File: src/rtl/simon_pkg.sv
// Shared Simon 32/64 constants, FSM state type and word helpers.
package simon_pkg;

  localparam int WORD_W = 16;
  localparam logic [WORD_W-1:0] C_CONST = 16'hFFFC;
  localparam logic [61:0] Z0 =
    62'b11111010001001010110000111001101111101000100101011000011100110;

  typedef enum logic [1:0] {
    IDLE,
    EXPAND,
    DECRYPT,
    DONE
  } state_t;

  function automatic logic [WORD_W-1:0] rol(
    input logic [WORD_W-1:0] v,
    input logic [3:0]        n
  );
    return (v << n) | (v >> (5'd16 - {1'b0, n}));
  endfunction

  function automatic logic [WORD_W-1:0] ror(
    input logic [WORD_W-1:0] v,
    input logic [3:0]        n
  );
    return (v >> n) | (v << (5'd16 - {1'b0, n}));
  endfunction

  function automatic logic [WORD_W-1:0] simon_f(
    input logic [WORD_W-1:0] v
  );
    return (rol(v, 4'd1) & rol(v, 4'd8)) ^ rol(v, 4'd2);
  endfunction

  // z_j counts from the leftmost bit of the sequence.
  function automatic logic z_bit(input logic [4:0] j);
    return Z0[6'd61 - {1'b0, j}];
  endfunction

endpackage

File: src/rtl/simon_key_step.sv
// One Simon 32/64 key-schedule step; dir=0 yields k[i+4], dir=1 yields k[i].
module simon_key_step
  import simon_pkg::*;
(
  input  logic [63:0]       win,
  input  logic              z,
  input  logic              dir,
  output logic [WORD_W-1:0] key
);

  logic [WORD_W-1:0] w0, w1, w2, w3;
  logic [WORD_W-1:0] a, b, d, t;

  assign w0 = win[15:0];
  assign w1 = win[31:16];
  assign w2 = win[47:32];
  assign w3 = win[63:48];

  // Inverse step reuses the forward equation with the window shifted by one.
  assign a = dir ? w3 : w0;
  assign b = dir ? w2 : w3;
  assign d = dir ? w0 : w1;

  assign t   = ror(b, 4'd3) ^ d;
  assign key = a ^ C_CONST ^ {15'b0, z} ^ t ^ ror(t, 4'd1);

endmodule

File: src/rtl/simon_dec_iter.sv
// Iterative Simon 32/64 decryptor: forward key expansion, then reverse rounds.
// Optional SIMON_DEC_KEY_CACHE_EN reuses the expanded tail for a repeated key.
module simon_dec_iter
  import simon_pkg::*;
#(
  parameter int ROUNDS = 32
) (
  input  logic        clk,
  input  logic        rst,
  input  logic        in_valid,
  output logic        in_ready,
  input  logic [31:0] in_ciphertext,
  input  logic [63:0] in_keytext,
  output logic        out_valid,
  input  logic        out_ready,
  output logic [31:0] out_plaintext,
  output logic        busy
);

  localparam logic [4:0] LAST_EXP = 5'(ROUNDS - 5);
  localparam logic [4:0] LAST_RND = 5'(ROUNDS - 1);

  state_t            state, state_nxt;
  logic [WORD_W-1:0] x, y, x_nxt, y_nxt;
  logic [63:0]       win, win_nxt;
  logic [4:0]        cnt, cnt_nxt;
  logic [31:0]       pt_nxt;
  logic              ov_nxt;
  logic              dir;
  logic [4:0]        z_idx;
  logic [WORD_W-1:0] key_new;
  logic [WORD_W-1:0] rnd_y;
  logic              hit;

`ifdef SIMON_DEC_KEY_CACHE_EN
  logic        cache_valid;
  logic [63:0] cache_key;
  logic [63:0] cache_win;
  logic [63:0] key_reg;

  assign hit = cache_valid && (cache_key == in_keytext);
`else
  assign hit = 1'b0;
`endif

  assign dir   = (state == DECRYPT);
  assign z_idx = dir ? (cnt - 5'd4) : cnt;
  assign rnd_y = x ^ simon_f(y) ^ win[63:48];

  simon_key_step u_key_step (
    .win (win),
    .z   (z_bit(z_idx)),
    .dir (dir),
    .key (key_new)
  );

  always_comb begin
    state_nxt = state;
    x_nxt     = x;
    y_nxt     = y;
    win_nxt   = win;
    cnt_nxt   = cnt;
    pt_nxt    = out_plaintext;
    ov_nxt    = out_valid;
    unique case (state)
      IDLE: begin
        if (in_valid) begin
          x_nxt     = in_ciphertext[31:16];
          y_nxt     = in_ciphertext[15:0];
          win_nxt   = in_keytext;
          cnt_nxt   = 5'd0;
          state_nxt = EXPAND;
`ifdef SIMON_DEC_KEY_CACHE_EN
          if (hit) begin
            win_nxt   = cache_win;
            cnt_nxt   = LAST_RND;
            state_nxt = DECRYPT;
          end
`endif
        end
      end
      EXPAND: begin
        win_nxt = {key_new, win[63:16]};
        cnt_nxt = cnt + 5'd1;
        if (cnt == LAST_EXP) begin
          cnt_nxt   = LAST_RND;
          state_nxt = DECRYPT;
        end
      end
      DECRYPT: begin
        x_nxt   = y;
        y_nxt   = rnd_y;
        win_nxt = {win[47:0], key_new};
        cnt_nxt = cnt - 5'd1;
        if (cnt == 5'd0) begin
          pt_nxt    = {y, rnd_y};
          ov_nxt    = 1'b1;
          state_nxt = DONE;
        end
      end
      DONE: begin
        if (out_ready) begin
          ov_nxt    = 1'b0;
          state_nxt = IDLE;
        end
      end
      default: state_nxt = IDLE;
    endcase
  end

  always_ff @(posedge clk) begin
    if (rst) begin
      state         <= IDLE;
      x             <= '0;
      y             <= '0;
      win           <= '0;
      cnt           <= '0;
      out_plaintext <= '0;
      out_valid     <= 1'b0;
    end else begin
      state         <= state_nxt;
      x             <= x_nxt;
      y             <= y_nxt;
      win           <= win_nxt;
      cnt           <= cnt_nxt;
      out_plaintext <= pt_nxt;
      out_valid     <= ov_nxt;
    end
  end

`ifdef SIMON_DEC_KEY_CACHE_EN
  always_ff @(posedge clk) begin
    if (rst) begin
      cache_valid <= 1'b0;
      cache_key   <= '0;
      cache_win   <= '0;
      key_reg     <= '0;
    end else begin
      if (state == IDLE && in_valid && !hit)
        key_reg <= in_keytext;
      if (state == EXPAND && cnt == LAST_EXP) begin
        cache_valid <= 1'b1;
        cache_key   <= key_reg;
        cache_win   <= {key_new, win[63:16]};
      end
    end
  end
`endif

  assign in_ready = (state == IDLE);
  assign busy     = (state == EXPAND) || (state == DECRYPT);

endmodule

File: config.mk
export PLATFORM = sky130hd
export DESIGN_NAME = simon_dec_iter
export DESIGN_NICKNAME = d
export VERILOG_FILES = /design/src/rtl/simon_pkg.sv /design/src/rtl/simon_key_step.sv /design/src/rtl/simon_dec_iter.sv
export SDC_FILE = /design/constraint.sdc
export NUM_CORES = 1
export LEC_CHECK = 0
export CAP_MARGIN = 5
export CORE_ASPECT_RATIO = 0.7
export CORE_UTILIZATION = 55
export DETAILED_ROUTE_END_ITERATION = 7
export PLACE_DENSITY = 0.85
export SKIP_LAST_GASP = 1
export SLEW_MARGIN = 25
export SYNTH_ARGS = -nofsm -noshare
export SYNTH_HDL_FRONTEND = slang
export SYNTH_HIERARCHICAL = 1
export SYNTH_SLANG_ARGS = --single-unit
File: constraint.sdc
create_clock -name clk -period 4.3 [get_ports clk]
set_clock_uncertainty 0.05 [all_clocks]
set_input_delay 0.43 -clock clk [delete_from_list [all_inputs] [get_ports clk]]
set_output_delay 0.43 -clock clk [all_outputs]
set_load 0.05 [all_outputs]
-- Yosys cells after proc, flatten, opt, wreduce, memory -nomap -nowiden
Memory sizes are Yosys's and may differ from the RTL's.
Index checks and enable logic that the tools add are counted.
- equality and inequality tests: 8
- mux-type cells: 22
- $lt $le $gt $ge: 1
- bitwise logic cells: 14
- add/sub/neg operators: 4
- reductions and logical operators: 11
- operators by type and width (cell ; count):
    $pmux 64 s3 ; 1
    $xor 16x16->16 ; 6
    $mux 16 ; 5
    $mux 64 ; 1
    $pmux 16 s2 ; 2
    $and 16x16->16 ; 1
    $or 13x16->16 ; 1
    $or 15x16->16 ; 1
    $or 16x1->16 ; 1
    $or 16x2->16 ; 1
    $or 16x8->16 ; 1
    $xor 16x1->16 ; 1
    $mux 5 ; 3
    $pmux 5 s3 ; 1
    $not 14->14 ; 1
    $mux 2 ; 4
    $pmux 2 s4 ; 1
    $lt 6x7->1 const B ; 1
    $ne 2x2->1 const B ; 3
    $reduce_and 2->1 ; 3
    $sub 6x5->6 const A ; 1
    $add 5x1->5 const B ; 1
    $eq 5x5->1 const B ; 1
    $logic_not 5->1 ; 1
    other kinds (13) ; 17
- memory bits (read-only): 64
- memories: 1
- input port bits: 100
- output and inout bits: 35
- flip-flop bits (word level): 136
- logic and storage cells: 68
- memories (name ; depth ; bits a word ; rd ports ; clocked after Yosys merged registers in ; wr ports ; line ; text):
    (name not given) ; 64 ; 1 ; 1 ; 0 ; 0 ; simon_pkg.sv:38 ; return Z0[6'd61 - {1'b0, j}];

-- Logic depth before layout (Yosys ltp)
- depth in word-level cells: 9
- gate-level depth with buffers: 19
- gate-level depth less buffers: 15

-- Modules after synthesis
The synthesis kept the hierarchy.
- modules (own cells, without submodules) (module ; seq. area each (um2) ; area an instance (um2) ; times used ; cells an instance):
    simon_dec_iter ; 2722.6 ; 7300.8 ; 1 ; 931
    simon_key_step ; 0.0 ; 1048.5 ; 1 ; 85

-- Worst setup path before layout
No wires, ideal clock.
- path type: flip-flop to flip-flop
- start point: register state[0]
- end point: register win[0]
- arrival time: 3438 ps
- period minus slack after synthesis: 3620 ps
- stages on the path, launching flop included: 20
- path buffers: 4
- slack: 680 ps
- setup time: 132 ps
- data required time: 4118 ps
- cell sequence: dfxtp_1 inv_1 ha_1 buf_6 buf_2 buf_2 xor2_1 ha_1 buf_2 inv_1 or3_1 a21oi_1 o311a_1 a311oi_2 xor2_1 xnor3_1 a22oi_1 nand2_1 o211ai_1 a21oi_1
- word-level cells in the longest chain between the ends: 9
- elaborated cells between the ends (all ways): 20
- those cells by class: add/sub: 1; eq/ne: 3; mux: 6; bitwise: 6; reduce/logical: 3; memory: 1
- RTL lines (item ; line ; text):
    start: declaration ; simon_dec_iter.sv:23 ; state_t state, state_nxt;
    start signal: assignment ; simon_dec_iter.sv:121 ; state <= state_nxt;
    $eq 2x2->1 (*) ; simon_dec_iter.sv:46 ; assign dir = (state == DECRYPT);
    named net dir ; simon_dec_iter.sv:29 ; logic dir;
    $mux 5 ; simon_dec_iter.sv:47 ; assign z_idx = dir ? (cnt - 5'd4) : cnt;
    $sub 6x5->6 ; simon_pkg.sv:38 ;
    $mem_v2 64x1 ; - ;
    $mux 1 (not written as such) ; simon_pkg.sv:38 ;
    $xor 16x1->16 ; simon_key_step.sv:25 ; assign key = a ^ C_CONST ^ {15'b0, z} ^ t ^ ror(t, 4'd1);
    $xor 16x16->16 ; simon_key_step.sv:25 ;
    $xor 16x16->16 (*) ; simon_key_step.sv:25 ;
    named net key_new[0] ; simon_dec_iter.sv:31 ; logic [WORD_W-1:0] key_new;
    $pmux 64 s3 (*) ; simon_dec_iter.sv:65 ; unique case (state)
    end signal: assignment ; simon_dec_iter.sv:124 ; win <= win_nxt;
    end: declaration ; simon_dec_iter.sv:25 ; logic [63:0] win, win_nxt;
The timed path passes the listed nets; every way through them passes the cells marked *. The select of a mux whose other input is x is not followed.
A chain may end at the register's enable or synchronous reset.

-- Worst setup path in the final report
- start point: register cnt[2]
- end point: register win[0]
- word-level cells in the longest chain between the ends: 9
- RTL lines (item ; line ; text):
    start: declaration ; simon_dec_iter.sv:26 ; logic [4:0] cnt, cnt_nxt;
    start signal: assignment ; simon_dec_iter.sv:125 ; cnt <= cnt_nxt;
    $sub 5x3->5 ; simon_dec_iter.sv:47 ;
    $mux 5 (*) ; simon_dec_iter.sv:47 ;
    $sub 6x5->6 (*) ; simon_pkg.sv:38 ;
    $mem_v2 64x1 (*) ; - ;
    $mux 1 (not written as such) (*) ; simon_pkg.sv:38 ;
    $xor 16x1->16 (*) ; simon_key_step.sv:25 ;
    $xor 16x16->16 (*) (2 in a row) ; simon_key_step.sv:25 ;
    named net key_new[0] ; simon_dec_iter.sv:31 ;
    $pmux 64 s3 (*) ; simon_dec_iter.sv:65 ;
Marks and branches as above.

==> impl_metrics.env <==
export IMPL_row_count=37
export IMPL_cts_tree="yes"
export IMPL_synth_cell_type_count=50
export IMPL_clock_sinks=136
export IMPL_die_x_um=149
export IMPL_hp_class="flop to flop"
export IMPL_design_die_area_um2=15700
export IMPL_synth_warnings=6
export IMPL_syn_to_final_growth_pct=23.1
export IMPL_relSlewSlack=0.430
export IMPL_n_antenna_cell=0
export IMPL_grt_usage=0.327
export IMPL_start_util=0.565
export IMPL_antenna_found_initial=0
export IMPL_dr_pass1_iters=7
export IMPL_tightestPinTransition_ps=855
export IMPL_synthSimpleGateAreaFrac=0.142
export IMPL_numCtsBuffers=17
export IMPL_yosysSeqAreaShare=0.326
export IMPL_fp_dieH_um=105
export IMPL_overflow=0
export IMPL_synth_top_area_frac=0.326
export IMPL_hold_violations=0
export IMPL_cp_start_kind="flop"
export IMPL_worstHoldStart="out_plaintext[31]"
export IMPL_ys_flop_type="dfxtp_1"
export IMPL_setup_violations=0
export IMPL_ir_drop_uv=401
export IMPL_synth_top_family_by_area="compound AO/OA/AOI/OAI gates"
export IMPL_port_buffers=134
export IMPL_synth_seq_cells=136
export IMPL_cp_startpoint="cnt[2]"
export IMPL_grt_pass1_wl_mm=39.5
export IMPL_hold_buffers=0
export IMPL_synth_cells=1016
export IMPL_reg2reg_from="cnt[2]"
export IMPL_synth_edf_count=0
export IMPL_crit_path_end_kind="flop"
export IMPL_dpl_hpwl_mm=17.1
export IMPL_synth_area_leader_cell="dfxtp_1"
export IMPL_synth_compound_area_frac=0.257
export IMPL_cpPeakStageDelay_ps=600
export IMPL_power_per_cell_area_nw_per_um2=888
export IMPL_grt_pass1_vias=7318
export IMPL_final_nets=1207
export IMPL_synth_adder_area_share=0.0225
export IMPL_clock_fmax_ghz=0.270
export IMPL_status="finished, final reports clean"
export IMPL_postCtsSetupRepairBufs=0
export IMPL_fin_crit_sh=0.861
export IMPL_synth_mux_area_frac=0.0641
export IMPL_synth_area_leaders="dfxtp_1 33%, nand2_1 9.3%, a21oi_1 6.7%"
export IMPL_required_ps=4560
export IMPL_synth_avg_cell_area_um2=8.22
export IMPL_crit_slowest_cell="dfxtp_1"
export IMPL_clock_latency_ps=420
export IMPL_async_reset_ff_frac=0
export IMPL_grt_max_degree=112
export IMPL_slew_viol_final=0
export IMPL_synth_xor_area_frac=0.132
export IMPL_drive_above_1_share=0.0661
export IMPL_vias=8044
export IMPL_syn_nets=1131
export IMPL_crit_fanout=12
export IMPL_post_cts_resized=0
export IMPL_place_congestion=0.899
export IMPL_drc=0
export IMPL_path_clk_slew_ps=70
export IMPL_ctsLongestPathBuffers=2
export IMPL_p_leak_nw=3.76
export IMPL_cts_root_buf="clkbuf_16"
export IMPL_core_area_um2=14800
export IMPL_crit_type="flop to flop"
export IMPL_vias_per_cell=6.19
export IMPL_io_pins=135
export IMPL_finalCriticalPeriod_ps=3700
export IMPL_cts_htree_levels=4
export IMPL_tns_ps=0
export IMPL_rsz0062_at_grt="false"
export IMPL_wl_per_cell_um=19.3
export IMPL_worstPathArrival_ps=3960
export IMPL_routed_wl_mm=25.1
export IMPL_crit_path_cell_trace="inv_1, ha_1, nand2b_1, o31ai_4, mux2i_1, a221oi_1, a311oi_2, xor2_1, xnor3_1, a22oi_1, nand2_1, o211ai_1, a21oi_1"
export IMPL_ant_nets=0
export IMPL_cap_violations=0
export IMPL_drt_iter0_drc=911
export IMPL_holdWs_ps=405
export IMPL_netlist_area_um2=8350
==> cell usage after synthesis (all sizes together) (3+ instances only) <==
cell type and n:
nand2 206, dfxtp 136, a21oi 112, a22oi 65
o211ai 65, nor2 56, clkbuf 55, xor2 50
mux2i 37, xnor2 35, a211oi 34, buf 34
a211o 16, xnor3 16, ha 15, mux2 14
o21ai 13, inv 11, nand3 6, nor3 5
or3 4, nor3b 3
==> cell usage in the layout (no fill, tap or decap), types with 2 or more instances in the layout <==
cell	n
xnor3_1	16
ha_4	3
or3_1	4
and2b_1	2
clkdlybuf4s50_1	133
and4b_1	2
clkinv_4	2
bufinv_16	3
nor2b_1	2
a22oi_1	65
o22ai_1	2
buf_4	12
inv_6	3
clkbuf_8	2
and3_1	2
and2_1	2
mux2i_1	35
a211o_1	16
clkbuf_16	17
nand2b_1	2
dfxtp_1	136
clkinv_2	2
nand2_1	206
xnor2_1	35
inv_1	10
a21oi_1	112
nor3b_1	3
clkinvlp_4	3
o21ai_0	11
mux2_2	14
nor2_1	54
a211oi_1	34
xor2_1	50
mux2i_2	2
ha_1	12
o211ai_1	65
nand3_1	6
nor3_1	5
==> cell type report <==
| cell class | count | area (µm²) |
|---|---|---|
| clock buffer | 19 | 453 |
| clock inverter | 13 | 166 |
| fill | 1152 | 4490 |
| inverter | 11 | 41.3 |
| multi-input combinational | 780 | 5220 |
| sequential | 136 | 2720 |
| tap | 195 | 244 |
| timing repair buffer | 146 | 1430 |
==> routing by layer <==
metal	up-vias	wire length, µm	global-route usage
met3	37	2320	0.0664
li1	3765	-	-
met2	400	11000	0.467
met1	3842	11500	0.488
met5	-	0	0
met4	0	386	0.0948
==> critical path: cells and delay by family, from the launching register on <==
kind	cells	cell delay [ps]
AO/OA/AOI/OAI	6	1140
flip-flops	1	600
XOR/XNOR	2	570
adder cells (fa/ha/maj)	1	400
AND/OR/NAND/NOR	2	360
multiplexers	1	280
buffers and inverters	1	180
==> power breakdown <==
group | switching [mW] | internal [mW] | total [mW] | leakage, nW
clock network | 0.603 | 0.948 | 1.55 | 0.296
registers | 0.654 | 1.72 | 2.37 | 1.12
logic | 2.95 | 2.25 | 5.20 | 2.34
total | 4.21 | 4.92 | 9.13 | 3.76
==> kinds of logic (layout without fill, tap and decap cells) <==
kind of cell	after synthesis	in the layout
XOR/XNOR	101	101
adder cells (fa/ha/maj)	15	15
AO/OA/AOI/OAI	319	319
flip-flops	136	136
AND/OR/NAND/NOR	294	294
multiplexers	51	51
buffers and inverters	100	189
==> final timing paths <==
| check | endpoint | slack, ps | cells after the start |
|---|---|---|---|
| worst max-delay path | win[0] | 600 | 13 |
| worst min-delay path | out_plaintext[31] | 400 | 2 |
| worst max register to register | win[0] | 600 | 13 |
| worst min register to register | out_plaintext[31] | 400 | 2 |
==> per-stage QoR <==
step                      power, mW   util  setup WS, ps  area (µm²)  cells
after CTS                      9.01  0.695           633       10300   1300
after detailed placement       7.41  0.653           729        9650   1268
final                          9.13  0.696           599       10300   1300
after global placement         7.30  0.653           931        9640   1268
after floorplan                6.27      -           680        8350   1016
after global routing           9.70  0.696           432       10300   1300
==> sequential cells by signal, indices dropped and copies added, names as in the netlist <==
register       flops
out_plaintext     32
win               64
x                 16
cnt                5
state              2
out_valid          1
y                 16
Power figures use the tool's default switching activity.
